## src/rtl/alu_pkg.sv

```systemverilog
// Shared ALU definitions: datapath width and 4-bit function codes.
// Imported by the ALU and by the decoder that drives af.
package alu_pkg;

  localparam int DEF_WIDTH = 32;

  localparam logic [3:0] ALU_ADD   = 4'b0000;
  localparam logic [3:0] ALU_SUB   = 4'b0001;
  localparam logic [3:0] ALU_SLL   = 4'b0010;
  localparam logic [3:0] ALU_SLT   = 4'b0011;
  localparam logic [3:0] ALU_SLTU  = 4'b0100;
  localparam logic [3:0] ALU_XOR   = 4'b0101;
  localparam logic [3:0] ALU_SRL   = 4'b0110;
  localparam logic [3:0] ALU_SRA   = 4'b0111;
  localparam logic [3:0] ALU_AND   = 4'b1000;
  localparam logic [3:0] ALU_OR    = 4'b1001;
  localparam logic [3:0] ALU_NOR   = 4'b1010;
  localparam logic [3:0] ALU_PASSB = 4'b1011;

endpackage

```

## src/rtl/alu_addsub.sv

```systemverilog
// Combinational add/subtract with carry-out and signed overflow.
// Ports: a, b operands; sub selects a-b; sum, carry, ovf results.
module alu_addsub #(
  parameter int WIDTH = 32
) (
  input  logic [WIDTH-1:0] a,
  input  logic [WIDTH-1:0] b,
  input  logic             sub,
  output logic [WIDTH-1:0] sum,
  output logic             carry,
  output logic             ovf
);

  logic [WIDTH-1:0] bx;
  logic [WIDTH:0]   full;

  // Subtract as a + ~b + 1; carry=1 then means no borrow (a >= b unsigned).
  assign bx    = b ^ {WIDTH{sub}};
  assign full  = {1'b0, a} + {1'b0, bx} + {{WIDTH{1'b0}}, sub};
  assign sum   = full[WIDTH-1:0];
  assign carry = full[WIDTH];
  // Overflow: operands (after inversion) agree in sign, result differs.
  assign ovf   = (a[WIDTH-1] == bx[WIDTH-1]) &&
                 (sum[WIDTH-1] != a[WIDTH-1]);

endmodule

```

## src/rtl/alu.sv

```systemverilog
// Single-cycle registered integer ALU (R-type and I-type ops).
// Ports: clk, rst_n, i, SrcA, SrcB, af in; Alures, Zero, Neg, ovfalu out.
module alu
  import alu_pkg::*;
#(
  parameter int WIDTH = DEF_WIDTH
) (
  input  logic             clk,
  input  logic             rst_n,
  input  logic             i,
  input  logic [WIDTH-1:0] SrcA,
  input  logic [WIDTH-1:0] SrcB,
  input  logic [3:0]       af,
  output logic [WIDTH-1:0] Alures,
  output logic             Zero,
  output logic             Neg,
  output logic             ovfalu
);

  localparam int SHW = $clog2(WIDTH);

  logic             sub_en;
  logic [WIDTH-1:0] sum;
  logic             carry;
  logic             as_ovf;
  logic             lt_s;
  logic             lt_u;
  logic [SHW-1:0]   shamt;
  logic [WIDTH-1:0] res;
  logic             ovf;

  // Immediate form of SUB has no encoding; it runs as ADD.
  assign sub_en = ((af == ALU_SUB) && !i) ||
                  (af == ALU_SLT) || (af == ALU_SLTU);

  alu_addsub #(.WIDTH(WIDTH)) u_addsub (
    .a     (SrcA),
    .b     (SrcB),
    .sub   (sub_en),
    .sum   (sum),
    .carry (carry),
    .ovf   (as_ovf)
  );

  assign lt_s  = sum[WIDTH-1] ^ as_ovf;
  assign lt_u  = ~carry;
  assign shamt = SrcB[SHW-1:0];

  always_comb begin
    res = '0;
    ovf = 1'b0;
    unique case (af)
      ALU_ADD, ALU_SUB: begin
        res = sum;
        ovf = as_ovf;
      end
      ALU_SLL:   res = SrcA << shamt;
      ALU_SLT:   res = {{(WIDTH-1){1'b0}}, lt_s};
      ALU_SLTU:  res = {{(WIDTH-1){1'b0}}, lt_u};
      ALU_XOR:   res = SrcA ^ SrcB;
      ALU_SRL:   res = SrcA >> shamt;
      ALU_SRA:   res = $unsigned($signed(SrcA) >>> shamt);
      ALU_AND:   res = SrcA & SrcB;
      ALU_OR:    res = SrcA | SrcB;
      ALU_NOR:   res = ~(SrcA | SrcB);
      ALU_PASSB: res = SrcB;
      default: begin
        res = '0;
        ovf = 1'b0;
      end
    endcase
  end

  always_ff @(posedge clk) begin
    if (!rst_n) begin
      Alures <= '0;
      Zero   <= 1'b1;
      Neg    <= 1'b0;
      ovfalu <= 1'b0;
    end else begin
      Alures <= res;
      Zero   <= (res == '0);
      Neg    <= res[WIDTH-1];
      ovfalu <= ovf;
    end
  end

endmodule

```

## config.mk

```make
export PLATFORM = sky130hd
export DESIGN_NAME = alu
export DESIGN_NICKNAME = d
export VERILOG_FILES = /design/src/rtl/alu_pkg.sv /design/src/rtl/alu_addsub.sv /design/src/rtl/alu.sv
export SDC_FILE = /design/constraint.sdc
export NUM_CORES = 1
export LEC_CHECK = 0
export BUFFER_PORTS_ARGS = -buffer_cell sky130_fd_sc_hd__buf_2
export CAP_MARGIN = 10
export CORE_MARGIN = 10
export CORE_UTILIZATION = 35
export CTS_BUF_LIST = sky130_fd_sc_hd__clkbuf_2 sky130_fd_sc_hd__clkbuf_4 sky130_fd_sc_hd__clkbuf_8
export CTS_CLUSTER_SIZE = 8
export DETAILED_ROUTE_END_ITERATION = 8
export GPL_TIMING_DRIVEN = 0
export SLEW_MARGIN = 40
export SYNTH_ARGS = -nofsm -noshare
export SYNTH_HDL_FRONTEND = slang
export SYNTH_SLANG_ARGS = --single-unit
export TNS_END_PERCENT = 10
```

## constraint.sdc

```tcl
create_clock -name clk -period 11.9 [get_ports clk]
set_clock_uncertainty 0.15 [all_clocks]
set_input_delay 2.38 -clock clk [delete_from_list [all_inputs] [get_ports clk]]
set_output_delay 2.38 -clock clk [all_outputs]
set_load 0.02 [all_outputs]
```

==> run summary, run 1 <==
Layout Nets -> 1784
Area Growth Syn to Fin -> 10.9%
CTS root buf -> clkbuf_8
Max Cap Violations -> 0
Core Region -> 31700 sq um
hold crit path type -> input pin to flip-flop
CP max stage delay -> 0.53 ns
final hold violation count -> 0
synthesized instance count -> 1503
Synth warnings -> 0
Avg Cell Area, Syn -> 7.52 sq um
Critical Path, Cell by Cell -> buf_2 -> buf_2 -> clkinv_1 -> buf_2 -> buf_2 -> clkbuf_2 -> xnor2_1 -> ha_1 -> nor2b_1 -> o211a_1 -> o21ai_1 -> o211a_1 -> o41ai_1 -> o22ai_1 -> mux2i_1 -> nor3_1 -> or3b_2 -> o31ai_2
CTS tree -> done
DR pass1 iterations -> 6
total power draw -> 0.910 mW
sequential fraction of the synthesis area -> 6.02%
# fillers -> 3449
antenna violations before repair -> 5
unrepaired setup endpoints after global routing -> false
met2 global-route usage -> 54.3%
slack of the critical path -> 3.90 ns
Cell Area, Synth -> 11300 sq um
Slew Limit Fails -> 0
Slowest cell on crit path -> clkinv_1
clock buffer count from CTS -> 5
setup TNS -> 0 ns
Chip Height -> 200 um
initial core utilization -> 35.6%
CP max FO -> 10
Arrival @ worst endpoint -> 8.07 ns
register area -> 681 sq um
I/O pin cnt -> 106
CP Buf/Inv Count -> 6
WP data required -> 11.98 ns
vias per cell -> 7.17
PwrDens -> 72.6 nW/um^2
WL per Instance -> 37.7 um
Slew headroom -> 35.8%
Final HPWL DP -> 61.5 mm
Unique masters post-synth -> 101
crit path capture type -> flip-flop
Hold Buf Count CTS -> 0
CTS sink count -> 34
met3 usage -> 10.3%
footprint of the multi-input gates -> 9650 sq um
CP startpoint kind -> input pin
Post-synth EDFFs -> 0
outcome -> finished clean
Port Buffers -> 103
overall via count from detail_route -> 14500
layout cells sized above 1 -> 19.3%
global-route usage over all layers -> 37.3%
Hold WS -> 2.30 ns
post-cts repair resize count -> 0
total die area -> 39900 sq um
pre-CTS setup slack -> 3.66 ns
Non-Filler Instances -> 2022
Placed Area -> 12400 sq um
final setup vio count -> 0
ys async rst share -> 0%
Tmin final -> 8.00 ns
gr busiest metal -> met2
Max Fclk -> 125 MHz
Most common cell on crit path -> buf_2
Max Buffers Root-to-Sink -> 2
met1 usage -> 49.9%
Clk pin slew, worst setup/hold paths -> 0.08 ns
Overflow after GRT -> 0
First DRT Iteration DRCs -> 2335
largest net degree at the start of global routing -> 13
Layout Utilization -> 39.5%
DRC viols -> 0
number of global-route vias before repair -> 13400
Net Count, Synth -> 1671
post-layout instance area -> 12500 sq um
Post-CTS Setup Inserts -> 0
Final Cycle Share -> 67.2%
critical path class -> input pin to flip-flop
total wire length -> 76.2 mm
Yosys reg bits -> 34
chip width -> 200 um
worst-margin pin slew -> 0.963 ns
GP Congestion -> 1.10
placed insts -> 2010
Rows -> 65
top_reg_cell synth -> dfxtp_1
crit-path leading delay family -> buffers and inverters
# H-tree levels -> 2
post-route ant nets -> 0
first-pass GRT wire length -> 105 mm
worst vdd ir -> 0.0573 mV
static leakage -> 5.30 nW
-- synthesized netlist by cell type, types with 8 or more instances --
cell | number | area share [%]
nand3_1 | 38 | 1.7
a21oi_1 | 89 | 3.9
o21a_1 | 13 | 0.86
o211ai_1 | 31 | 2.1
nor4_1 | 14 | 0.77
nand2_1 | 119 | 4.0
a32oi_1 | 10 | 0.77
ha_1 | 96 | 11
o22ai_1 | 19 | 1.1
and3_1 | 9 | 0.50
o31ai_1 | 8 | 0.53
nand2b_1 | 13 | 0.72
inv_1 | 76 | 2.5
clkbuf_1 | 76 | 2.5
buf_1 | 12 | 0.40
mux2_2 | 33 | 3.3
buf_4 | 11 | 0.73
dfxtp_1 | 34 | 6.0
mux2i_1 | 85 | 7.5
a211oi_1 | 29 | 1.9
o21ai_0 | 72 | 3.2
a22oi_1 | 10 | 0.66
a2111oi_0 | 13 | 1.0
nand4_1 | 22 | 1.2
or2_2 | 8 | 0.44
nor3_1 | 36 | 1.6
o221ai_1 | 11 | 0.85
mux4_2 | 53 | 11
and2_1 | 17 | 0.94
nor2_1 | 136 | 4.5
a221oi_1 | 13 | 1.0
buf_2 | 40 | 1.8
xnor2_1 | 38 | 2.9
a31oi_1 | 16 | 0.89
nor2b_1 | 21 | 1.2
o211a_1 | 10 | 0.89
a21o_1 | 16 | 1.1
-- layout by cell type (no fill, tap or decap), types with 17 or more instances in the layout --
cell,count
clkbuf_1,71
mux4_2,53
dfxtp_1,34
a211oi_1,29
xnor2_1,38
nand4_1,22
buf_2,148
and2_1,17
inv_1,76
ha_1,96
nand2_1,119
nor2b_1,21
o21ai_0,71
mux2i_1,85
nand3_1,38
a21oi_1,89
o211ai_1,31
nor2_1,134
nor3_1,32
o22ai_1,19
mux2_2,33
-- sequential cells by signal, summed over array words and instances (netlist names) --
signal and cells:
Alures 32, Zero 1, ovfalu 1
-- area by class of cell --
| type | count | share of cell area, % |
|---|---|---|
| Antenna cell | 3 | 0.0599 |
| Buffer | 148 | 5.90 |
| Tap cell | 402 | 4.01 |
| Multi-Input combinational cell | 1239 | 77.0 |
| Timing Repair Buffer | 106 | 4.29 |
| Inverter | 82 | 2.45 |
| Clock buffer | 5 | 0.549 |
| Clock inverter | 3 | 0.319 |
| Sequential cell | 34 | 5.43 |
-- worst paths after layout --
path                  slack, ns  cells past startpoint  startpoint           endpoint
worst max-delay path       3.90                     18     SrcB[2]    Zero$_SDFF_PN1_
worst min-delay path       2.30                      2       rst_n  ovfalu$_SDFF_PN0_
-- layer usage --
layer  vias to the layer above  part of all wire [%]
met5                         -                 0.042
met3                       246                    12
li1                       5911                     -
met4                         4                   6.0
met1                      7079                    41
met2                      1262                    41
-- power by group --
| part | leakage (nW) | internal (mW) | switching [mW] | total, mW |
|---|---|---|---|---|
| Sequential | 0.280 | 0.124 | 0.00236 | 0.126 |
| Combinational | 4.97 | 0.222 | 0.456 | 0.677 |
| Clock | 0.0579 | 0.0616 | 0.0445 | 0.106 |
| Total | 5.30 | 0.407 | 0.503 | 0.910 |
-- kinds of logic after synthesis --
group,Yosys count,share of synthesized area [%]
xor+xnor,44,3.41
mux,175,21.9
simple gates,486,21.6
buf+inv,230,9.15
flops,34,6.02
fa+ha+maj,97,10.8
compound gates,437,27.1
(Power assumes the default switching activity.)
==> run 2, diff against run 1 <==
==> constraint.sdc (replaced) <==
create_clock -name clk -period 6.7 [get_ports clk]
set_clock_uncertainty 0.15 [all_clocks]
set_input_delay 1.34 -clock clk [delete_from_list [all_inputs] [get_ports clk]]
set_output_delay 1.34 -clock clk [all_outputs]
set_load 0.02 [all_outputs]
==> run summary, run 2 (synthesized netlist as in run 1, its figures left out) <==
total wire length -> 75.8 mm (was 76.2 mm)
worst-margin pin slew -> 0.969 ns (was 0.963 ns)
most common cell after layout, fill and taps aside -> buf_2 (unchanged)
overall via count from detail_route -> 14300 (was 14500)
Critical Path, Cell by Cell -> buf_2 -> buf_2 -> clkinvlp_4 -> buf_2 -> buf_2 -> xnor2_1 -> ha_1 -> nor2b_1 -> o211a_1 -> o21ai_1 -> o211a_1 -> o41ai_1 -> o22ai_1 -> mux2i_1 -> nor3_1 -> or3b_2 -> o31ai_2 (was buf_2 -> buf_2 -> clkinv_1 -> buf_2 -> buf_2 -> clkbuf_2 -> xnor2_1 -> ha_1 -> nor2b_1 -> o211a_1 -> o21ai_1 -> o211a_1 -> o41ai_1 -> o22ai_1 -> mux2i_1 -> nor3_1 -> or3b_2 -> o31ai_2)
CTS sink count -> 34 (unchanged)
worst vdd ir -> 0.102 mV (was 0.0573 mV)
critical path class -> input pin to flip-flop (unchanged)
Max Fclk -> 150 MHz
P_sw -> 0.887 mW (was 0.503 mW)
Most common cell on crit path -> buf_2 (unchanged)
Overflow after GRT -> 0 (unchanged)
Non-Filler Instances -> 2018 (was 2022)
register area -> 681 sq um (unchanged)
total die area -> 39900 sq um (unchanged)
static leakage -> 5.31 nW (was 5.30 nW)
layout cells sized above 1 -> 19.5% (was 19.3%)
final hold violation count -> 0 (unchanged)
# H-tree levels -> 2 (unchanged)
CP max stage delay -> 0.56 ns (was 0.53 ns)
most frequent cells in the layout -> buf_2, nor2_1, nand2_1 (unchanged)
crit path capture type -> flip-flop (unchanged)
antenna violations before repair -> 2 (was 5)
PwrDens -> 128 nW/um^2 (was 72.6 nW/um^2)
Chip Height -> 200 um (unchanged)
outcome -> finished clean (unchanged)
WL per Instance -> 37.6 um (was 37.7 um)
Clk pin slew, worst setup/hold paths -> 0.08 ns (about the same)
Core Region -> 31700 sq um (unchanged)
vias per cell -> 7.08 (was 7.17)
Hold Buf Count CTS -> 0 (unchanged)
final setup vio count -> 0 (unchanged)
GP Congestion -> 1.10 (unchanged)
Sw Share -> 55.1% (was 55.2%)
clock buffer count from CTS -> 5 (unchanged)
footprint of the multi-input gates -> 9660 sq um (was 9650 sq um)
Layout Utilization -> 39.5% (about the same)
post-route ant nets -> 0 (unchanged)
Slowest cell on crit path -> o41ai_1 (was clkinv_1)
unrepaired setup endpoints after global routing -> false (unchanged)
Arrival @ worst endpoint -> 6.74 ns (was 8.07 ns)
number of global-route vias before repair -> 13400 (about the same)
Layout Nets -> 1781 (was 1784)
CP Launch Point -> SrcB[2] (unchanged)
initial core utilization -> 35.6% (unchanged)
DR pass1 iterations -> 6 (unchanged)
Port Buffers -> 103 (unchanged)
combinational share of power -> 74.5% (about the same)
internal power -> 0.723 mW (was 0.407 mW)
Max Buffers Root-to-Sink -> 2 (unchanged)
Slew Limit Fails -> 0 (unchanged)
hold crit path type -> input pin to flip-flop (unchanged)
Largest Register -> Alures (unchanged)
Rows -> 65 (unchanged)
Final Cycle Share -> 99.5%
CP startpoint kind -> input pin (unchanged)
First DRT Iteration DRCs -> 2311 (was 2335)
largest net degree at the start of global routing -> 20 (was 13)
Slew headroom -> 35.4% (was 35.8%)
Tmin final -> 6.67 ns
# fillers -> 3445 (was 3449)
top flop regs -> Alures: 32 flops, Zero: 1 flops, ovfalu: 1 flops (unchanged)
WP data required -> 6.77 ns (was 11.98 ns)
I/O pin cnt -> 106 (unchanged)
chip width -> 200 um (unchanged)
flip-flop count of the largest register after layout -> 32 (unchanged)
Area Growth Syn to Fin -> 10.9% (about the same)
Worst Min Path Start -> rst_n (unchanged)
placed insts -> 2010 (unchanged)
sequential share of power -> 13.9% (about the same)
Max Cap Violations -> 0 (unchanged)
CTS root buf -> clkbuf_8 (unchanged)
first-pass GRT wire length -> 105 mm (about the same)
global-route usage over all layers -> 37.2% (was 37.3%)
WHS Path Cells -> 2 (unchanged)
Final HPWL DP -> 61.5 mm (unchanged)
clock network power share -> 11.6% (was 11.7%)
CP max FO -> 19 (was 10)
CTS tree -> done (unchanged)
DRC viols -> 0 (unchanged)
run 2: cell types whose count changed in the layout (fill, tap and decap cells not counted):
| cell | change |
|---|---|
| clkinv_1 | -1 |
| nor3b_2 | +1 |
| clkinvlp_4 | +1 |
| clkbuf_1 | -1 |
| clkbuf_2 | +1 |
| buf_1 | -3 |
| buf_2 | -1 |
| diode_2 | -1 |
| nor3b_1 | -1 |
| buf_6 | +1 |
run 2: area by class of cell:
class	count	area share [%]
Sequential cell	34	5.43
Buffer	144	5.78
Multi-Input combinational cell	1239	77.0
Clock buffer	5	0.549
Tap cell	402	4.01
Inverter	82	2.48
Timing Repair Buffer	107	4.38
Antenna cell	2	0.0399
Clock inverter	3	0.319
run 2: worst paths after layout:
path | endpoint | slack (ns)
setup / recovery | Zero$_SDFF_PN1_ | 0.03
hold / removal | Alures[27]$_SDFF_PN0_ | 1.26
run 2: per-stage QoR:
step / instance area (sq um) / setup TNS [ns] / hold WS (ns) / total power [mW] / worst slack [ns]
2_1_floorplan: 11300 / 0 / 1.31 / 0.938 / 1.20
3_3_place_gp: 12300 / -1.85 / 1.57 / 1.37 / -0.920
3_5_place_dp: 12400 / -0.502 / 1.56 / 1.37 / -0.502
4_1_cts: 12500 / 0 / 1.25 / 1.56 / 0.00617
5_1_grt: 12500 / 0 / 1.25 / 1.68 / 0.0199
6_report: 12500 / 0 / 1.26 / 1.61 / 0.0305
run 2: what timing repair did:
action | in CTS | in global routing
setup endpoints to repair | 1 | 1
buffers inserted | 0 | 0
resized for setup | 0 | 6
run 2: critical path: cells and delay by family:
family,cells,cell delay [ns]
fa+ha+maj,1,0.39
compound gates,6,1.87
buf+inv,5,1.61
simple gates,3,1.08
xor+xnor,1,0.24
mux,1,0.17
run 2: metal layers:
layer | routed length, um | global-route usage (%) | vias to the layer above
met3 | 9540 | 10.2 | 236
met4 | 4640 | 17.6 | 2
met1 | 30700 | 49.7 | 6947
met2 | 30900 | 54.1 | 1188
met5 | 13 | 0 | -
li1 | - | - | 5907
run 2: power groups by stage:
stage	registers [mW]	logic, mW	clock network (mW)
final	0.224	1.20	0.187
after global routing	0.226	1.25	0.199
after CTS	0.224	1.14	0.191
after detailed placement	0.229	1.14	0
after global placement	0.228	1.14	0
after floorplan	0.253	0.685	0
==> run 3, diff against run 2 <==
--- a/config.mk
+++ b/config.mk
@@ -9,10 +9,11 @@
 export CAP_MARGIN = 10
 export CORE_MARGIN = 10
 export CORE_UTILIZATION = 35
-export CTS_BUF_LIST = sky130_fd_sc_hd__clkbuf_2 sky130_fd_sc_hd__clkbuf_4 sky130_fd_sc_hd__clkbuf_8
+export CTS_BUF_LIST = sky130_fd_sc_hd__clkbuf_8
 export CTS_CLUSTER_SIZE = 8
 export DETAILED_ROUTE_END_ITERATION = 8
 export GPL_TIMING_DRIVEN = 0
+export SETUP_SLACK_MARGIN = 0.5
 export SLEW_MARGIN = 40
 export SYNTH_ARGS = -nofsm -noshare
 export SYNTH_HDL_FRONTEND = slang
==> run summary, run 3 (synthesized netlist as in run 1, its figures left out) <==
total die area -> 39900 sq um (unchanged)
CP max stage delay -> 0.44 ns (was 0.56 ns)
pre-CTS setup slack -> -0.502 ns (unchanged)
number of global-route vias before repair -> 13400 (about the same)
total wire length -> 76.2 mm (was 75.8 mm)
First DRT Iteration DRCs -> 2284 (was 2311)
unrepaired setup endpoints after global routing -> false (unchanged)
Non-Filler Instances -> 2024 (was 2018)
Core Region -> 31700 sq um (unchanged)
clock buffer count from CTS -> 5 (unchanged)
critical path class -> input pin to flip-flop (unchanged)
GP Congestion -> 1.10 (unchanged)
PwrDens -> 128 nW/um^2 (about the same)
worst-margin pin slew -> 0.947 ns (was 0.969 ns)
Slowest cell on crit path -> or3b_1 (was o41ai_1)
Clk pin slew, worst setup/hold paths -> 0.08 ns (about the same)
Critical Path, Cell by Cell -> buf_2 -> buf_2 -> inv_2 -> buf_2 -> clkbuf_4 -> xnor2_1 -> ha_1 -> or2_1 -> o211a_1 -> o21ai_4 -> o211ai_1 -> nand3b_1 -> mux2i_1 -> or3b_1 -> nor4bb_1 -> nand4_1 -> o31ai_2 (was buf_2 -> buf_2 -> clkinvlp_4 -> buf_2 -> buf_2 -> xnor2_1 -> ha_1 -> nor2b_1 -> o211a_1 -> o21ai_1 -> o211a_1 -> o41ai_1 -> o22ai_1 -> mux2i_1 -> nor3_1 -> or3b_2 -> o31ai_2)
Max Fclk -> 164 MHz (was 150 MHz)
final setup vio count -> 0 (unchanged)
antenna violations before repair -> 3 (was 2)
largest net degree at the start of global routing -> 13 (was 20)
CP startpoint kind -> input pin (unchanged)
Final HPWL DP -> 61.5 mm (unchanged)
Arrival @ worst endpoint -> 6.18 ns (was 6.74 ns)
crit path capture type -> flip-flop (unchanged)
slack of the critical path -> 0.590 ns (was 0.0305 ns)
hold crit path type -> input pin to flip-flop (unchanged)
placed insts -> 2010 (unchanged)
WHS Path Cells -> 2 (unchanged)
final hold violation count -> 0 (unchanged)
most common cell after layout, fill and taps aside -> buf_2 (unchanged)
Final Cycle Share -> 91.2% (was 99.5%)
CP max FO -> 10 (was 19)
outcome -> finished clean (unchanged)
M1 wire length -> 30.8 mm (was 30.7 mm)
initial core utilization -> 35.6% (unchanged)
metal3 WL -> 9.75 mm (was 9.54 mm)
WP data required -> 6.77 ns (about the same)
Port Buffers -> 103 (unchanged)
Overflow after GRT -> 0 (unchanged)
# fillers -> 3430 (was 3445)
chip width -> 200 um (unchanged)
Slew Limit Fails -> 0 (unchanged)
overall via count from detail_route -> 14500 (was 14300)
Layout Nets -> 1787 (was 1781)
DRC viols -> 0 (unchanged)
top sig layer -> met5 (unchanged)
Largest Register -> Alures (unchanged)
DR pass1 iterations -> 8 (was 6)
Chip Height -> 200 um (unchanged)
layout cells sized above 1 -> 20.7% (was 19.5%)
vias per cell -> 7.14 (was 7.08)
Tmin final -> 6.11 ns (was 6.67 ns)
post-layout instance area -> 12700 sq um (was 12500 sq um)
# H-tree levels -> 2 (unchanged)
flip-flop count of the largest register after layout -> 32 (unchanged)
WL per Instance -> 37.7 um (was 37.6 um)
most frequent cells in the layout -> buf_2, nor2_1, nand2_1 (unchanged)
Placed Area -> 12400 sq um (unchanged)
Area Growth Syn to Fin -> 12.2% (was 10.9%)
Max Cap Violations -> 0 (unchanged)
CTS root buf -> clkbuf_8 (unchanged)
Met2 Routed Length -> 31.0 mm (was 30.9 mm)
CTS tree -> done (unchanged)
Hold Buf Count CTS -> 0 (unchanged)
Slew headroom -> 36.6% (was 35.4%)
worst vdd ir -> 0.102 mV (about the same)
CTS sink count -> 34 (unchanged)
Most common cell on crit path -> buf_2 (unchanged)
Rows -> 65 (unchanged)
post-route ant nets -> 0 (unchanged)
first-pass GRT wire length -> 105 mm (about the same)
Max Buffers Root-to-Sink -> 2 (unchanged)
I/O pin cnt -> 106 (unchanged)
static leakage -> 5.37 nW (was 5.31 nW)
global-route usage over all layers -> 37.3% (was 37.2%)
top flop regs -> Alures: 32 flops, Zero: 1 flops, ovfalu: 1 flops (unchanged)
## run 3: where the power goes
part | internal [mW] | switching (mW)
combinational | 0.404 | 0.813
sequential | 0.220 | 0.00420
clock | 0.109 | 0.0783
## run 3: per-stage QoR
step / power (mW) / hold slack, ns / setup TNS [ns] / util [%]
2_1_floorplan: 0.938 / 1.31 / 0 / -
3_3_place_gp: 1.37 / 1.57 / -1.85 / 38.9
3_5_place_dp: 1.37 / 1.56 / -0.502 / 39.1
4_1_cts: 1.56 / 1.25 / 0 / 39.6
5_1_grt: 1.69 / 1.25 / 0 / 40.0
6_report: 1.63 / 1.27 / 0 / 40.0
## run 3: final timing paths
| check | from | to | slack [ns] |
|---|---|---|---|
| max | SrcB[3] | Zero$_SDFF_PN1_ | 0.59 |
| min | rst_n | ovfalu$_SDFF_PN0_ | 1.27 |
## run 3: repair_timing
action,CTS,global route
setup endpoints to repair,3,1
cloned,0,0
gates resized for setup,17,34
setup buffers,0,2
pin swaps,0,5
## run 3: worst max-delay path, delay by kind of cell
family	cells	cell delay, ns
AOI/OAI and AO/OA	4	1.14
xor gates and xnor gates	1	0.11
adders and majority gates	1	0.25
buffers and inverters	5	1.52
muxes	1	0.29
and+or+nand+nor	5	1.53
## run 3: cell type report
cell class	count	area, sq um	area share, %
Clock inverter	3	40.0	0.316
Antenna cell	2	5.00	0.0394
Timing Repair Buffer	109	561	4.42
Sequential cell	34	681	5.36
Tap cell	402	503	3.96
Multi-Input combinational cell	1239	9720	76.6
Buffer	148	795	6.26
Clock buffer	5	68.8	0.542
Inverter	82	310	2.45
## run 3: layer usage
| metal | track usage, % | vias up |
|---|---|---|
| met5 | 0 | - |
| met4 | 17.1 | 2 |
| met3 | 10.4 | 240 |
| met2 | 54.4 | 1192 |
| met1 | 49.8 | 7113 |
| li1 | - | 5909 |
